### config.mk
export PLATFORM = sky130hd
export DESIGN_NAME = mem_requester_flat
export DESIGN_NICKNAME = d
export VERILOG_FILES = /design/src/rtl/mem_requester_if.sv /design/src/rtl/mem_requester.sv /design/src/flat_wrapper.sv
export SDC_FILE = /design/constraint.sdc
export NUM_CORES = 1
export LEC_CHECK = 0
export ABC_AREA = 1
export BUFFER_PORTS_ARGS = -buffer_cell sky130_fd_sc_hd__clkbuf_2
export CORE_MARGIN = 4
export CORE_UTILIZATION = 48
export DETAILED_ROUTE_END_ITERATION = 7
export GPL_TIMING_DRIVEN = 0
export PLACE_DENSITY = 0.77
export SKIP_CTS_REPAIR_TIMING = 1
export SLEW_MARGIN = 20
export SYNTH_ARGS = -nofsm -noshare
export SYNTH_HDL_FRONTEND = slang
export SYNTH_SLANG_ARGS = --single-unit
### constraint.sdc
create_clock -name clk -period 2 [get_ports clk]
set_input_delay 0.1 -clock clk [delete_from_list [all_inputs] [get_ports clk]]
set_output_delay 0.1 -clock clk [all_outputs]
set_load 0.01 [all_outputs]
### src/rtl/mem_requester_if.sv
// Core-side request/response handshake plus the memory bus of the 8-bit CPU.
// The requester is the master; the core and memory together form the slave side.
interface mem_requester_if;
    logic       req_valid;
    logic       req_ready;
    logic [1:0] req_op;
    logic [7:0] req_addr;
    logic [7:0] req_wdata;
    logic       resp_valid;
    logic       resp_ready;
    logic [7:0] resp_rdata;
    logic [1:0] resp_fault;
    logic [7:0] mem_address;
    logic [7:0] mem_data_in;
    logic       mem_write;
    logic [7:0] mem_data_out;

    modport master (
        input  req_valid, req_op, req_addr, req_wdata, resp_ready, mem_data_out,
        output req_ready, resp_valid, resp_rdata, resp_fault,
               mem_address, mem_data_in, mem_write
    );

    modport slave (
        output req_valid, req_op, req_addr, req_wdata, resp_ready, mem_data_out,
        input  req_ready, resp_valid, resp_rdata, resp_fault,
               mem_address, mem_data_in, mem_write
    );
endinterface

### src/rtl/mem_requester.sv
// Single-outstanding memory requester: checks access rights against the memory
// map, drives the registered memory bus and returns read data or a fault code.
module mem_requester #(
    parameter int ROM_SIZE   = 128,
    parameter int IO_IN_BASE = 224,
    parameter int READ_LAT   = 1
) (
    input logic             clk,
    input logic             reset,
    mem_requester_if.master bus
);
    localparam logic [1:0] OP_FETCH = 2'b00;
    localparam logic [1:0] OP_STORE = 2'b10;
    localparam logic [1:0] OP_RSVD  = 2'b11;
    localparam logic [1:0] F_OK     = 2'b00;
    localparam logic [1:0] F_OP     = 2'b01;
    localparam logic [1:0] F_ROM    = 2'b10;
    localparam logic [1:0] F_PROT   = 2'b11;
    localparam logic [8:0] ROM_LIM  = 9'(ROM_SIZE);
    localparam logic [8:0] IO_LO    = 9'(IO_IN_BASE);
    localparam logic [8:0] IO_HI    = 9'(IO_IN_BASE + 16);
    localparam logic [2:0] LAT      = 3'(READ_LAT);

    typedef enum logic [1:0] {IDLE, ISSUE, WAIT, RESP} state_t;

    state_t     state, state_d;
    logic       store_q, store_d;
    logic [2:0] cnt, cnt_d;
    logic       mem_write_d;
    logic [7:0] addr_d, wdata_d, rdata_d;
    logic [1:0] fault_d, fault_code;

    // Nine-bit compares keep the IO window upper bound (base + 16) representable.
    function automatic logic [1:0] classify(input logic [1:0] op, input logic [7:0] addr);
        logic [8:0] a;
        a = {1'b0, addr};
        if (op == OP_RSVD)
            return F_OP;
        if (op == OP_FETCH && a >= ROM_LIM)
            return F_ROM;
        if (op == OP_STORE && (a < ROM_LIM || (a >= IO_LO && a < IO_HI)))
            return F_PROT;
        return F_OK;
    endfunction

    assign fault_code     = classify(bus.req_op, bus.req_addr);
    assign bus.req_ready  = (state == IDLE);
    assign bus.resp_valid = (state == RESP);

    always_comb begin
        state_d     = state;
        store_d     = store_q;
        cnt_d       = cnt;
        mem_write_d = bus.mem_write;
        addr_d      = bus.mem_address;
        wdata_d     = bus.mem_data_in;
        rdata_d     = bus.resp_rdata;
        fault_d     = bus.resp_fault;
        case (state)
            IDLE: begin
                if (bus.req_valid) begin
                    store_d = (bus.req_op == OP_STORE);
                    rdata_d = '0;
                    fault_d = fault_code;
                    if (fault_code != F_OK) begin
                        state_d = RESP;
                    end else begin
                        state_d = ISSUE;
                        addr_d  = bus.req_addr;
                        if (bus.req_op == OP_STORE) begin
                            mem_write_d = 1'b1;
                            wdata_d     = bus.req_wdata;
                        end
                    end
                end
            end
            ISSUE: begin
                mem_write_d = 1'b0;
                if (store_q) begin
                    state_d = RESP;
                end else begin
                    cnt_d   = LAT;
                    state_d = WAIT;
                end
            end
            WAIT: begin
                // Leaving on the edge where the counter hits zero gives exactly READ_LAT wait cycles.
                if (cnt <= 3'd1) begin
                    cnt_d   = '0;
                    rdata_d = bus.mem_data_out;
                    state_d = RESP;
                end else begin
                    cnt_d = cnt - 3'd1;
                end
            end
            RESP: begin
                if (bus.resp_ready)
                    state_d = IDLE;
            end
            default: state_d = IDLE;
        endcase
    end

    always_ff @(posedge clk or posedge reset) begin
        if (reset)
            state <= IDLE;
        else
            state <= state_d;
    end

    always_ff @(posedge clk or posedge reset) begin
        if (reset) begin
            store_q         <= 1'b0;
            cnt             <= '0;
            bus.mem_write   <= 1'b0;
            bus.mem_address <= '0;
            bus.mem_data_in <= '0;
            bus.resp_rdata  <= '0;
            bus.resp_fault  <= '0;
        end else begin
            store_q         <= store_d;
            cnt             <= cnt_d;
            bus.mem_write   <= mem_write_d;
            bus.mem_address <= addr_d;
            bus.mem_data_in <= wdata_d;
            bus.resp_rdata  <= rdata_d;
            bus.resp_fault  <= fault_d;
        end
    end
endmodule

### src/flat_wrapper.sv
// flat-port wrapper written by rule: the top's interface ports become plain ports
module mem_requester_flat 
#(
    parameter int ROM_SIZE   = 128,
    parameter int IO_IN_BASE = 224,
    parameter int READ_LAT   = 1
)
  (clk, reset, bus_req_valid, bus_req_op, bus_req_addr, bus_req_wdata, bus_resp_ready, bus_mem_data_out, bus_req_ready, bus_resp_valid, bus_resp_rdata, bus_resp_fault, bus_mem_address, bus_mem_data_in, bus_mem_write);
  mem_requester_if bus_i ();
  input logic clk;
  input logic reset;
  input wire logic [$bits(bus_i.req_valid)-1:0] bus_req_valid;
  input wire logic [$bits(bus_i.req_op)-1:0] bus_req_op;
  input wire logic [$bits(bus_i.req_addr)-1:0] bus_req_addr;
  input wire logic [$bits(bus_i.req_wdata)-1:0] bus_req_wdata;
  input wire logic [$bits(bus_i.resp_ready)-1:0] bus_resp_ready;
  input wire logic [$bits(bus_i.mem_data_out)-1:0] bus_mem_data_out;
  output wire logic [$bits(bus_i.req_ready)-1:0] bus_req_ready;
  output wire logic [$bits(bus_i.resp_valid)-1:0] bus_resp_valid;
  output wire logic [$bits(bus_i.resp_rdata)-1:0] bus_resp_rdata;
  output wire logic [$bits(bus_i.resp_fault)-1:0] bus_resp_fault;
  output wire logic [$bits(bus_i.mem_address)-1:0] bus_mem_address;
  output wire logic [$bits(bus_i.mem_data_in)-1:0] bus_mem_data_in;
  output wire logic [$bits(bus_i.mem_write)-1:0] bus_mem_write;
  assign bus_i.req_valid = bus_req_valid;
  assign bus_i.req_op = bus_req_op;
  assign bus_i.req_addr = bus_req_addr;
  assign bus_i.req_wdata = bus_req_wdata;
  assign bus_i.resp_ready = bus_resp_ready;
  assign bus_i.mem_data_out = bus_mem_data_out;
  assign bus_req_ready = bus_i.req_ready;
  assign bus_resp_valid = bus_i.resp_valid;
  assign bus_resp_rdata = bus_i.resp_rdata;
  assign bus_resp_fault = bus_i.resp_fault;
  assign bus_mem_address = bus_i.mem_address;
  assign bus_mem_data_in = bus_i.mem_data_in;
  assign bus_mem_write = bus_i.mem_write;
  mem_requester #(.ROM_SIZE(ROM_SIZE), .IO_IN_BASE(IO_IN_BASE), .READ_LAT(READ_LAT)) u_core (.clk(clk), .reset(reset), .bus(bus_i));
endmodule
==> impl_metrics.toml <==
[detailed_routing]
viasPerCell = 4.87
wl_per_cell_um = 12.2
wl_um = 3690
drt_iter0_drc = 73
drc = 0
num_vias = 1471
first_pass_iters = 6
ant_nets = 0

[clock_network]
clock_latency_ns = 0.34
ctsRootBufferMaster = "clkbuf_4"
htreeDepth = 2
cts_buffer_depth = 2
cts_made_buffers = 5
path_clk_slew_ns = 0.10
tritoncts = "built"
clock_sinks = 33

[worst_setup_path]
r2r_setup_slack_ns = 0.21
cp-end-kind = "register"
reg2reg_from = "u_core.state[0]"
r2r-end = "u_core.bus.mem_address[4]"
r2r_cells = 7
cpMaxStageDelayCell = "dfrtp_1"
worstPathRequired_ns = 2.24
critical_path_class = "reg2reg"
slowest_delay_ns = 0.43
arrival_ns = 2.03
cp-start-kind = "register"
worstPathMaxFanout = 9
cp_cell_sequence = "inv_1 > ha_1 > nand2_2 > a31oi_4 > nand2_4 > nand2_1 > o21ai_2"

[yosys]
synth_seq_cells = 33
synth_edf_count = 0
synth_area_per_cell_um2 = 8.86
ys_warn_count = 0
mappedNetlistNets = 213
netlist_area_um2 = 1580
ys.flop_type = "dfrtp_1"
synth_seq_area_share_pct = 52.4
ys_types = 21
synthArstFlopShare_pct = 100
synthCells = 178

[placement]
finalWeightedCongestion = 0.752
detailed_place_hpwl_um = 2570
post_dp_cell_area_um2 = 1920
io_buffers = 58
dp_cells = 280

[sta]
max_freq_ghz = 0.560
hold_ws_ns = -0.0112
tightest_slew_ns = 0.661
rsz0062_at_grt = "false"
fin_crit_sh_pct = 89.4
slew_headroom_pct = 55.9
drv_slew = 0
finClkSkew_ns = 0.0117
setup_viol = 0
tns_ns = 0
layout_min_cycle_time_ns = 1.79
hold_viol = 2

[cells_and_area]
diodes = 0
ff_latch_area_um2 = 826
finalNetCount = 292
multi_input_area_um2 = 631
final_common_cell = "clkbuf_2"
syn_to_final_growth_pct = 35.2
instances_no_fill = 302
drive_above_1_share_pct = 31.4
fin_area_um2 = 2130
final_cell_mix = "clkbuf_2 (58), nand2_1 (43), dfrtp_1 (33)"
fillerInstances = 270

[global_routing]
antenna_found_initial = 0
grt_pass1_wl_um = 5930
grt_pass1_vias = 1340
grt_max_degree = 34
grt_usage_pct = 18.1
overflow = 0

[floorplanning]
dieArea_um2 = 4270
core-area_um2 = 3100
die_h_um = 65.3
start_util_pct = 50.8
core.rowCount = 20
die_w_um = 65.3
pin_count = 59

[worst_hold_path]
whs_endpoint = "u_core.bus.mem_address[0]"
hold_start = "bus_req_addr[0]"
hold_class = "in2reg"
hold_depth = 3

[outcome]
status = "finished with violations"
violations = "hold timing"

[power]
finalPower_mw = 2.83
leakage_nw = 1.17
peakVddDrop_mv = 0.789
powerDensity_nw_per_um2 = 1330

[job]
cap_violations = 0
stage by stage:
step / hold slack, ns / util (%) / worst slack (ns)
final: -0.0112 / 68.7 / 0.213
after global routing: 0.0000746 / 68.7 / 0.0790
after CTS: -0.155 / 64.2 / 0.235
after detailed placement: 0.235 / 61.9 / 0.226
after global placement: 0.302 / 61.9 / 0.274
after floorplan: 0.217 / - / 0.403
power breakdown:
group          switching (mW)  internal [mW]  total [mW]
Combinational           0.772          0.501        1.27
Clock                   0.227          0.204       0.431
Sequential              0.169          0.955        1.12
synth_stat cells, drive strengths merged (2+ instances only):
cell / number / area [um^2]
nand3: 20 / 105
o21ai: 27 / 143
a21oi: 2 / 10.0
nand2: 48 / 208
inv: 25 / 93.8
ha: 5 / 62.6
a31oi: 2 / 27.5
nor2: 10 / 52.6
buf: 2 / 22.5
dfrtp: 33 / 826
critical path, delay by kind of cell (launching register included):
kind / cells / cell delay, ns
compound gates: 2 / 0.40
fa+ha+maj: 1 / 0.34
buf+inv: 1 / 0.12
flops: 1 / 0.43
simple gates: 3 / 0.42
metal layers:
layer,wire (um),GRT usage [%]
met5,0,0
met4,68,8.03
met3,172,6.32
met2,1910,29.0
met1,1540,22.1
cell families (layout without fill, tap and decap cells):
kind of cell	after synthesis	after routing	synth area share [%]
buf+inv	28	108	7.62
simple gates	78	78	23.2
flops	33	33	52.4
compound gates	34	34	12.9
fa+ha+maj	5	5	3.97
worst max path at each step:
stage | start | end | cells after the start
floorplan | u_core.state[0] | u_core.bus.mem_write | 10
global placement | u_core.state[0] | u_core.bus.resp_rdata[7] | 7
detailed placement | u_core.state[0] | u_core.bus.mem_address[4] | 7
CTS | u_core.state[0] | u_core.bus.mem_address[4] | 7
global route | u_core.state[0] | u_core.bus.mem_write | 10
finish | u_core.state[0] | u_core.bus.mem_address[4] | 7
registers in the layout (all words and copies together), names as in the netlist:
name,count
u_core.store_q,1
u_core.state,2
u_core.bus.resp_fault,2
u_core.bus.mem_address,8
u_core.bus.mem_data_in,8
u_core.bus.mem_write,1
u_core.bus.resp_rdata,8
u_core.cnt,3
final cells by class:
cell class | count | share of cell area (%)
Tap cell | 44 | 2.58
Inverter | 25 | 4.40
Timing Repair Buffer | 72 | 20.2
Sequential cell | 33 | 38.7
Multi-Input combinational cell | 117 | 29.6
Clock buffer | 7 | 3.05
Clock inverter | 1 | 0.235
Buffer | 3 | 1.23
Note: power is estimated with default switching activity, not from simulation.
